## src/rtl/sub_serial_pkg.sv

```systemverilog
// Shared definitions for the bit-serial subtractor.
//   WIDTH_DEF : default operand/result width
//   CNT_W_DEF : default bit-index counter width, clog2(WIDTH_DEF)
//   state_t   : FSM encoding (IDLE=0, SHIFT=1, DONE=2)
package sub_serial_pkg;
  localparam int WIDTH_DEF = 16;
  localparam int CNT_W_DEF = 4;

  typedef enum logic [1:0] {
    ST_IDLE  = 2'd0,
    ST_SHIFT = 2'd1,
    ST_DONE  = 2'd2
  } state_t;
endpackage

```

## src/rtl/serial_sub_cell.sv

```systemverilog
// One-bit combinational full adder; the only arithmetic cell of the
// serial subtractor. The subtrahend bit is inverted by the caller.
//   i_a, i_b, i_cin : addend bits and carry-in
//   o_sum, o_cout   : sum bit and carry-out
module serial_sub_cell (
  input  logic i_a,
  input  logic i_b,
  input  logic i_cin,
  output logic o_sum,
  output logic o_cout
);
  assign o_sum  = i_a ^ i_b ^ i_cin;
  assign o_cout = (i_a & i_b) | (i_cin & (i_a ^ i_b));
endmodule

```

## src/rtl/sixteen_bit_serial_subtractor.sv

```systemverilog
// Bit-serial two's-complement subtractor: diff = a - b, one bit per clock
// through a single full-adder cell (b inverted, carry seeded with 1).
//   clk, rst_n : clock, async active-low reset
//   start      : request, accepted only in IDLE; a/b latched on that edge
//   busy       : high during the WIDTH serial cycles
//   done       : one-cycle pulse after the completion edge
//   diff       : a - b mod 2^WIDTH, held until the next completion
//   borrow     : unsigned a < b
//   zero       : diff == 0
//   overflow   : signed overflow of a - b
module sixteen_bit_serial_subtractor
  import sub_serial_pkg::*;
#(
  parameter int WIDTH = WIDTH_DEF,
  parameter int CNT_W = CNT_W_DEF
) (
  input  logic             clk,
  input  logic             rst_n,
  input  logic             start,
  input  logic [WIDTH-1:0] a,
  input  logic [WIDTH-1:0] b,
  output logic             busy,
  output logic             done,
  output logic [WIDTH-1:0] diff,
  output logic             borrow,
  output logic             zero,
  output logic             overflow
);
  localparam logic [CNT_W-1:0] LAST_IDX = CNT_W'(WIDTH - 1);

  state_t           r_state;
  logic [CNT_W-1:0] r_cnt;
  logic             r_carry;
  logic [WIDTH-1:0] r_a_sr;
  logic [WIDTH-1:0] r_b_sr;
  logic [WIDTH-1:0] r_res;
  logic             r_busy;
  logic             r_done;
  logic [WIDTH-1:0] r_diff;
  logic             r_borrow;
  logic             r_zero;
  logic             r_overflow;

  logic             w_sum;
  logic             w_cout;
  logic [WIDTH-1:0] w_res_next;

  serial_sub_cell u_cell (
    .i_a   (r_a_sr[0]),
    .i_b   (~r_b_sr[0]),
    .i_cin (r_carry),
    .o_sum (w_sum),
    .o_cout(w_cout)
  );

  // Sum bits enter at the MSB so the first (LSB) result bit lands at bit 0
  // after WIDTH shifts.
  assign w_res_next = {w_sum, r_res[WIDTH-1:1]};

  always_ff @(posedge clk or negedge rst_n) begin
    if (!rst_n) begin
      r_state    <= ST_IDLE;
      r_cnt      <= '0;
      r_carry    <= 1'b1;
      r_a_sr     <= '0;
      r_b_sr     <= '0;
      r_res      <= '0;
      r_busy     <= 1'b0;
      r_done     <= 1'b0;
      r_diff     <= '0;
      r_borrow   <= 1'b0;
      r_zero     <= 1'b0;
      r_overflow <= 1'b0;
    end else begin
      case (r_state)
        ST_IDLE: begin
          r_done <= 1'b0;
          if (start) begin
            r_a_sr  <= a;
            r_b_sr  <= b;
            r_carry <= 1'b1;
            r_cnt   <= '0;
            r_busy  <= 1'b1;
            r_state <= ST_SHIFT;
          end
        end
        ST_SHIFT: begin
          r_res   <= w_res_next;
          r_carry <= w_cout;
          r_a_sr  <= {1'b0, r_a_sr[WIDTH-1:1]};
          r_b_sr  <= {1'b0, r_b_sr[WIDTH-1:1]};
          r_cnt   <= r_cnt + CNT_W'(1);
          if (r_cnt == LAST_IDX) begin
            // On the MSB step r_carry is the carry into the MSB.
            r_diff     <= w_res_next;
            r_borrow   <= ~w_cout;
            r_overflow <= r_carry ^ w_cout;
            r_zero     <= (w_res_next == '0);
            r_busy     <= 1'b0;
            r_done     <= 1'b1;
            r_state    <= ST_DONE;
          end
        end
        ST_DONE: begin
          r_done  <= 1'b0;
          r_state <= ST_IDLE;
        end
        default: begin
          r_busy  <= 1'b0;
          r_done  <= 1'b0;
          r_state <= ST_IDLE;
        end
      endcase
    end
  end

  assign busy     = r_busy;
  assign done     = r_done;
  assign diff     = r_diff;
  assign borrow   = r_borrow;
  assign zero     = r_zero;
  assign overflow = r_overflow;
endmodule

```

## config.mk

```make
export PLATFORM = sky130hd
export DESIGN_NAME = sixteen_bit_serial_subtractor
export DESIGN_NICKNAME = d
export VERILOG_FILES = /design/src/rtl/sub_serial_pkg.sv /design/src/rtl/serial_sub_cell.sv /design/src/rtl/sixteen_bit_serial_subtractor.sv
export SDC_FILE = /design/constraint.sdc
export NUM_CORES = 1
export LEC_CHECK = 0
export ABC_AREA = 1
export BUFFER_PORTS_ARGS = -buffer_cell sky130_fd_sc_hd__buf_2
export CAP_MARGIN = 20
export CORE_AREA = 2 2 72 108
export DETAILED_ROUTE_END_ITERATION = 6
export DIE_AREA = 0 0 74 110
export PLACE_DENSITY = 0.66
export SYNTH_ARGS = -nofsm -noshare
export SYNTH_HDL_FRONTEND = slang
export SYNTH_SLANG_ARGS = --single-unit
```

## constraint.sdc

```tcl
create_clock -name clk -period 3.86 [get_ports clk]
set_input_delay 0.193 -clock clk [delete_from_list [all_inputs] [get_ports clk]]
set_output_delay 0.193 -clock clk [all_outputs]
set_load 0.03 [all_outputs]
```

**Word-level counts from Yosys, hierarchy flattened**

Index checks and enable logic that the tools add are counted.

- Register bits: 76
- Logic and storage cells: 49
- Output and inout bits: 21
- Bits of input ports: 35

- $add $sub $neg: 1
- Reductions and logical operators: 7
- Bitwise gates (word level): 9
- Equality and inequality tests: 5
- Muxes and demuxes: 15

Operator list:

| operator | count |
|---|---|
| one-hot mux 16 bit (2 select lines) | 2 |
| two-way mux 16 bit | 2 |
| zero test 16 bit | 1 |
| one-hot mux 4 bit (2 select lines) | 1 |
| AND reduction 2 bit | 3 |
| adder 4 x 1 -> 4 bit, second input constant | 1 |
| equality test 4 bit, second input constant | 1 |
| two-way mux 1 bit | 4 |
| two-way mux 2 bit | 2 |
| two-way mux 4 bit | 1 |
| != test 2 bit, second input constant | 2 |
| one-hot mux 2 bit (2 select lines) | 1 |
| NOT 1 bit | 3 |
| one-hot mux 1 bit (3 select lines) | 1 |
| AND reduction 3 bit | 1 |
| bitwise XOR 1 bit | 3 |
| bitwise AND 1 bit | 2 |
| equality test 2 x 1 -> 1 bit, second input constant | 1 |
| equality test 2 bit, second input constant | 1 |
| zero test 2 bit | 1 |
| one-hot mux 1 bit (2 select lines) | 1 |
| nonzero test 2 bit | 1 |
| OR 1 bit | 1 |

**Longest topological paths before layout**

Gate-level depths: netlist of the first run.

- Depth after elaboration: 5
- Mapped depth: 8

**Modules after synthesis**

A second synthesis of the first run with hierarchy kept.

- Cell total of the unflattened synthesis: 352
- Area total of the unflattened synthesis: 3134.3 µm²

Modules (own cells, without submodules):

| module | seq. area each (µm²) | times used | cells each | area each (µm²) |
|---|---|---|---|---|
| sixteen_bit_serial_subtractor | 1878.1 | 1 | 351 | 3114.2 |
| serial_sub_cell | 0.0 | 1 | 1 | 20.0 |

**Worst setup path before layout of the first run**

No wires, ideal clock.

- Kind: register -> register
- Start: reg r_carry
- End: reg r_zero (netlist: zero)
- Library setup time: 0.065 ns
- Stages on the path, launching flop included: 7
- Data arrival time: 1.289 ns
- Slack: 2.506 ns
- Period minus slack after synthesis: 1.354 ns
- Required time: 3.795 ns
- Path through: dfstp_2 fa_1 nor2_1 nand2_1 nor2_1 nand3_1 nand2_1

- Longest elaborated chain between the ends: 2

Ends and longest elaborated chain:

| element | RTL line | text |
|---|---|---|
| start: declaration | sixteen_bit_serial_subtractor.sv:33 | `logic r_carry;` |
| start signal: assignment | sixteen_bit_serial_subtractor.sv:89 | `r_carry <= w_cout;` |
| bitwise XOR 1 bit | serial_sub_cell.sv:12 | `assign o_sum = i_a ^ i_b ^ i_cin;` |
| named net u_cell.o_sum | serial_sub_cell.sv:9 | `output logic o_sum,` |
| zero test 16 bit | sixteen_bit_serial_subtractor.sv:98 | `r_zero <= (w_res_next == '0);` |
| end signal: assignment | sixteen_bit_serial_subtractor.sv:98 |  |
| end: declaration | sixteen_bit_serial_subtractor.sv:41 | `logic r_zero;` |

The timed path passes the listed nets, and every way through them passes these cells.
A chain may end at the register's enable or synchronous reset.

**Worst setup path after layout of the first run**

- Start: reg r_state[1]
- End: reg r_diff[6] (netlist: diff[6])

- Longest elaborated chain between the ends: 2

Ends and longest elaborated chain:

| element | RTL line | text |
|---|---|---|
| start: declaration | sixteen_bit_serial_subtractor.sv:31 | `state_t r_state;` |
| start signal: assignment | sixteen_bit_serial_subtractor.sv:62 | `r_state <= ST_IDLE;` |
| start signal: assignment | sixteen_bit_serial_subtractor.sv:84 | `r_state <= ST_SHIFT;` |
| start signal: assignment | sixteen_bit_serial_subtractor.sv:101 | `r_state <= ST_DONE;` |
| equality test 2 x 1 -> 1 bit | sixteen_bit_serial_subtractor.sv:75 | `case (r_state)` |
| AND reduction 2 bit (no source line) | n/a |  |
| end signal: assignment | sixteen_bit_serial_subtractor.sv:95 | `r_diff <= w_res_next;` |
| end: declaration | sixteen_bit_serial_subtractor.sv:39 | `logic [WIDTH-1:0] r_diff;` |

No other way between the ends.

==> qor.yml, run 1 <==
synthesis:
  yosys-top-cells-count: "166 x nand2_1, 74 x dfrtp_1, 32 x nand3_1"
  synthArstFlopShare: 1.00
  synth.most_common_cell: "nand2_1"
  avgSynthCellArea_sq_um: 8.93
  synth_top_cell_area_share: 0.588
  syn_area_sq_um: 3150
  synth_warnings: 0
  synth.distinct_cells: 24
  synthesis.nets: 390
  syn_inst: 353
  yosysTopAreaCell: "dfrtp_1"
  synth_area_leaders: "dfrtp_1 59%, nand2_1 20%, nand3_1 5.1%"
  synth_edf_count: 0
  synth-seq-cells: 75
  synthFlopType: "dfrtp_1"
  seq_area_frac_synth: 0.596
global_route:
  grt_max_degree: 76
  grt_use_total: 0.163
  grt_first_pass_wirelength_um: 10200
  grt_pass1_vias: 2274
  antenna_found_initial: 0
  grt_overflow_total: 0
sta:
  fin_tns_setup_ps: 0
  skew_ps: 8.96
  layout_min_cycle_time_ps: 2040
  fin_crit_sh: 0.527
  tightest_slew_ps: 923
  finalSetupViolations: 0
  max-slew-margin-rel: 0.385
  rsz0062_at_grt: "false"
  drv_slew: 0
  finalHoldViolations: 20
  hold_ws_ps: -29.5
  max_freq_mhz: 491
placed_design:
  place_congestion: 0.765
  postPlaceCellArea_sq_um: 3450
  place_hpwl_um: 3830
  io_buffers: 55
clocking:
  cts_made_buffers: 9
  clkSinkCount: 75
  path_clk_slew_ps: 80
  clockBufferDepth: 2
  cts_hold_buf: 0
  cts_root_buf: "clkbuf_8"
  cts_max_level: 3
  post_cts_buffers: 0
  cts_resized: 0
  clock_latency_ps: 340
  cts_tree: "yes"
critical_path:
  max_stage_delay_ps: 550
  slowest_stage: "nor2_2"
  crit_chain: "inv_1 -> nand2_1 -> nor2_2 -> inv_2 -> nand2_1 -> o21ai_2"
  worstSetupPathType: "flip-flop to flip-flop"
  cp_common_cell: "nand2_1"
  end_kind: "flip-flop"
  path_max_fanout: 28
  crit_arrival_ps: 2260
  cp-start-kind: "flip-flop"
  crit_required_ps: 4080
pwr:
  clkPwrFrac: 0.211
  switching_share: 0.388
  p_leak_nw: 1.90
  total_power_mw: 2.90
  power_density_nw_per_um2: 791
  p_sw_mw: 1.12
  p_int_mw: 1.77
  combPwrFrac: 0.343
  peakVddDrop_uv: 426
  p_seq_frac: 0.447
die:
  die_w_um: 74
  die_h_um: 110
  rows: 38
  initial_core_util: 0.439
  fp.coreArea_sq_um: 7180
  top_level_ports: 56
  die-area_sq_um: 8140
detailed_routing:
  drt_iter0_markers: 226
  dr.pass1.iters: 5
  dr_total_vias: 2385
  drc: 0
  wl_per_cell_um: 11.4
  wl_um: 5800
  ant_nets: 0
  via_per_inst: 4.69
flow_run:
  cap_violations: 0
run_status:
  violations: "negative hold slack"
  status: "finished with violations"
finish:
  layout-drive-gt1-share: 0.218
  area_delta_synth_final_pct: 16.2
  num_antenna_cells: 0
  final_area_sq_um: 3660
  fill_cells: 698
  nNetsFinal: 442
worst_hold_path:
  hp-class: "input pin to asynchronous set/reset pin"
## worst paths after layout
path                             from          to  slack (ps)  depth (start not counted)
max in group asynchronous       rst_n  r_b_sr[13]        3280                          1
max                        r_state[1]     diff[6]        1820                          6
min in group clk                b[15]  r_b_sr[15]          50                          3
min                             rst_n     diff[0]         -30                          1
max reg2reg                r_state[1]     diff[6]        1820                          6
min reg2reg                   diff[0]     diff[0]         470                          2
## registers in the layout, indices dropped and copies added (netlist names)
name,count
r_b_sr,16
busy,1
r_a_sr,16
borrow,1
r_state,2
overflow,1
r_res,15
diff,16
done,1
r_carry,1
r_cnt,4
zero,1
## layout by cell type (no fill, tap or decap), types with 2 or more instances in the layout
| cell type | netlist | routed |
|---|---|---|
| nand3_1 | 32 | 32 |
| xnor2_1 | 2 | 2 |
| a21oi_1 | 2 | 2 |
| nand2_1 | 166 | 166 |
| o21ai_0 | 16 | 16 |
| inv_1 | 12 | 12 |
| inv_2 | 2 | 2 |
| o21ai_2 | 9 | 9 |
| nor2_2 | 2 | 2 |
| dfrtp_1 | 74 | 74 |
| clkbuf_8 | 0 | 11 |
| nor2_1 | 11 | 11 |
| buf_4 | 2 | 2 |
| clkinvlp_4 | 0 | 2 |
| buf_2 | 8 | 54 |
## power groups by stage
stage	clock network (mW)	logic, mW	registers (mW)
finish	0.610	0.993	1.29
global route	0.659	1.14	1.34
CTS	0.625	1.01	1.30
detailed placement	0	1.01	1.31
global placement	0	0.982	1.30
floorplan	0	0.631	1.44
## worst max-delay path: cells and delay by family, from the launching register on
| kind | cells | cell delay [ps] |
|---|---|---|
| flops | 1 | 370 |
| buf+inv | 2 | 400 |
| compound gates | 1 | 60 |
| simple gates | 3 | 1080 |
## kinds of logic (layout without fill, tap and decap cells)
group | count (synthesis) | after routing | synth area share
and+or+nand+nor | 214 | 214 | 0.274
adders and majority gates | 2 | 2 | 0.0103
buffers and inverters | 31 | 87 | 0.0552
xor gates and xnor gates | 2 | 2 | 0.00556
DFF | 75 | 75 | 0.596
AOI/OAI and AO/OA | 29 | 29 | 0.0588
## routing by layer
metal,track usage,part of all wire,vias to the layer above
met3,0.0300,0.044,10
met4,0.0818,0.020,0
li1,-,-,1210
met2,0.254,0.47,61
met5,0,0,-
met1,0.217,0.46,1104
## stage by stage
| step | setup WS, ps | std cells | utilization |
|---|---|---|---|
| floorplan | 2510 | 353 | - |
| global placement | 1870 | 493 | 0.480 |
| detailed placement | 1820 | 493 | 0.480 |
| CTS | 1790 | 508 | 0.508 |
| global route | 1500 | 509 | 0.510 |
| finish | 1820 | 509 | 0.510 |
## layout make-up
type	instances	area (sq um)	share of cell area
well taps	100	125	0.0342
clock buffers	11	151	0.0413
inverters	15	58.8	0.0161
flip-flops and latches	75	1880	0.513
repair buffers	57	300	0.0820
clock inverters	4	50.0	0.0137
multi-input cells	247	1100	0.300
(Power assumes the default switching activity.)
==> run 2, diff against run 1 <==
==> constraint.sdc (replaced) <==
create_clock -name clk -period 1.95 [get_ports clk]
set_input_delay 0.0975 -clock clk [delete_from_list [all_inputs] [get_ports clk]]
set_output_delay 0.0975 -clock clk [all_outputs]
set_load 0.03 [all_outputs]
==> run 2 against run 1 <==
Compared with the run above:
- the run now ends clean
- setup slack worse by 1400 ps
- sequential cell count unchanged
- non-clock buffer count rose by 35
- clock skew shrank 4.5 ps
- global-route usage up 1.3 points
- maximum frequency grew 33%
- clock power rose by 92%
- sequential power rose by 99%
- die area is the same
- clock-buffer cell count unchanged
- register-to-register slack worse by 1400 ps
- via count rose by 6.2%
==> qor.yml, run 2 (same netlist as run 1, synthesis figures left out) <==
run_status:
  status: "completed"
sta:
  fin_tns_setup_ps: 0
  max_freq_mhz: 654
  drv_slew: 0
  tightest_slew_ps: 512
  skew_ps: 4.42
  max-slew-margin-rel: 0.658
  rsz0062_at_grt: "false"
  layout_min_cycle_time_ps: 1530
  finalSetupViolations: 0
  fin_crit_sh: 0.784
  finalHoldViolations: 0
clocking:
  clkSinkCount: 75
  post_cts_buffers: 0
  cts_max_level: 3
  clock_latency_ps: 340
  clockBufferDepth: 2
  cts_tree: "yes"
  cts_made_buffers: 9
  path_clk_slew_ps: 80
  cts_root_buf: "clkbuf_8"
finish:
  layout-drive-gt1-share: 0.207
  nNetsFinal: 477
  post-route-util: 0.559
  final_cell_mix: "166 x nand2_1, 74 x dfrtp_1, 54 x buf_2"
  multi_input_area_sq_um: 1100
  num_antenna_cells: 0
  final_common_cell: "nand2_1"
  seqCellArea_sq_um: 1880
  fill_cells: 649
  area_delta_synth_final_pct: 27.4
global_route:
  grt_overflow_total: 0
  antenna_found_initial: 0
  grt_max_degree: 42
  grt_pass1_vias: 2587
  grt_first_pass_wirelength_um: 11200
  grt_use_total: 0.176
worst_hold_path:
  min_from: "b[6]"
  whs_path_depth: 3
  holdPathEnd: "r_b_sr[6]"
  hp-class: "input pin to flip-flop"
placed_design:
  place_congestion: 0.707
  io_buffers: 55
  place_hpwl_um: 4040
detailed_routing:
  drt_iter0_markers: 194
  dr_total_vias: 2532
  ant_nets: 0
  via_per_inst: 4.65
  wl_per_cell_um: 11.7
  drc: 0
  wl_um: 6370
  dr.pass1.iters: 4
die:
  die_w_um: 74
  die_h_um: 110
  fp.coreArea_sq_um: 7180
  rows: 38
  die-area_sq_um: 8140
  top_level_ports: 56
  initial_core_util: 0.439
critical_path:
  slowest_stage: "dfstp_2"
  r2r-end: "zero"
  end_kind: "flip-flop"
  critPathTopFamily: "flip-flops"
  crit_required_ps: 2230
  max_stage_delay_ps: 570
  reg2reg_depth: 6
  worstSetupPathType: "flip-flop to flip-flop"
  crit_chain: "fa_1 -> nor2_1 -> nand2_1 -> nor2_1 -> nand3_1 -> nand2_1"
  crit_arrival_ps: 1810
  path_max_fanout: 3
  cp-start-kind: "flip-flop"
  cp.depth: 6
  r2r_start: "r_carry"
  ff2ff_setup_slack_ps: 420
  path_buf_inv: 0
pwr:
  power_density_nw_per_um2: 1450
  peakVddDrop_uv: 664
  p_leak_nw: 2.06
flow_run:
  cap_violations: 0
run 2: cell type report:
class,instances,share of cell area
clock buffers,11,0.0352
repair buffers,92,0.164
flip-flops and latches,75,0.468
inverters,15,0.0146
well taps,100,0.0312
clock inverters,5,0.0131
multi-input cells,247,0.274
run 2: metrics by stage:
step / total power [mW] / area (sq um) / setup slack [ps] / std cells / hold slack (ps)
6_report: 5.81 / 4020 / 421 / 545 / 3.01
5_1_grt: 6.28 / 4020 / 249 / 545 / 7.84
4_1_cts: 5.88 / 4020 / 394 / 545 / 2.13
3_5_place_dp: 4.65 / 3500 / 427 / 497 / 83.3
3_3_place_gp: 4.58 / 3500 / 446 / 497 / 75.4
2_1_floorplan: 4.11 / 3150 / 596 / 353 / -198
run 2: worst reg2reg max path, stage by stage, from the launching register on:
cell,delay [ps]
dfstp_2,570
fa_1,450
nor2_1,110
nand2_1,50
nor2_1,130
nand3_1,100
nand2_1,60
run 2: repair_timing:
item | in CTS | in global routing
endpoints found under the setup margin | 0 | 0
endpoints found under the hold margin | 64 | 0
resized for setup | 0 | 0
hold buffers | 32 | 0
run 2: report_power, final:
group          total, mW  switching, mW  internal, mW
clock               1.17          0.551         0.620
sequential          2.57          0.384          2.18
combinational       2.07           1.32         0.755
run 2: how the worst max path moves through the flow:
stage / startpoint / end / slack (ps)
after global routing: r_state[0] / overflow / 250
after global placement: r_carry / zero / 450
after detailed placement: r_cnt[0] / diff[8] / 430
after floorplan: r_carry / zero / 600
after CTS: r_carry / zero / 390
final: r_carry / zero / 420
run 2: layer usage:
layer,track usage,wire (um),vias up,part of all wire
li1,-,-,1276,-
met1,0.208,2860,1187,0.45
met2,0.309,3180,61,0.50
met3,0.0318,243,8,0.038
met4,0.0779,81,0,0.013
met5,0,0,-,0
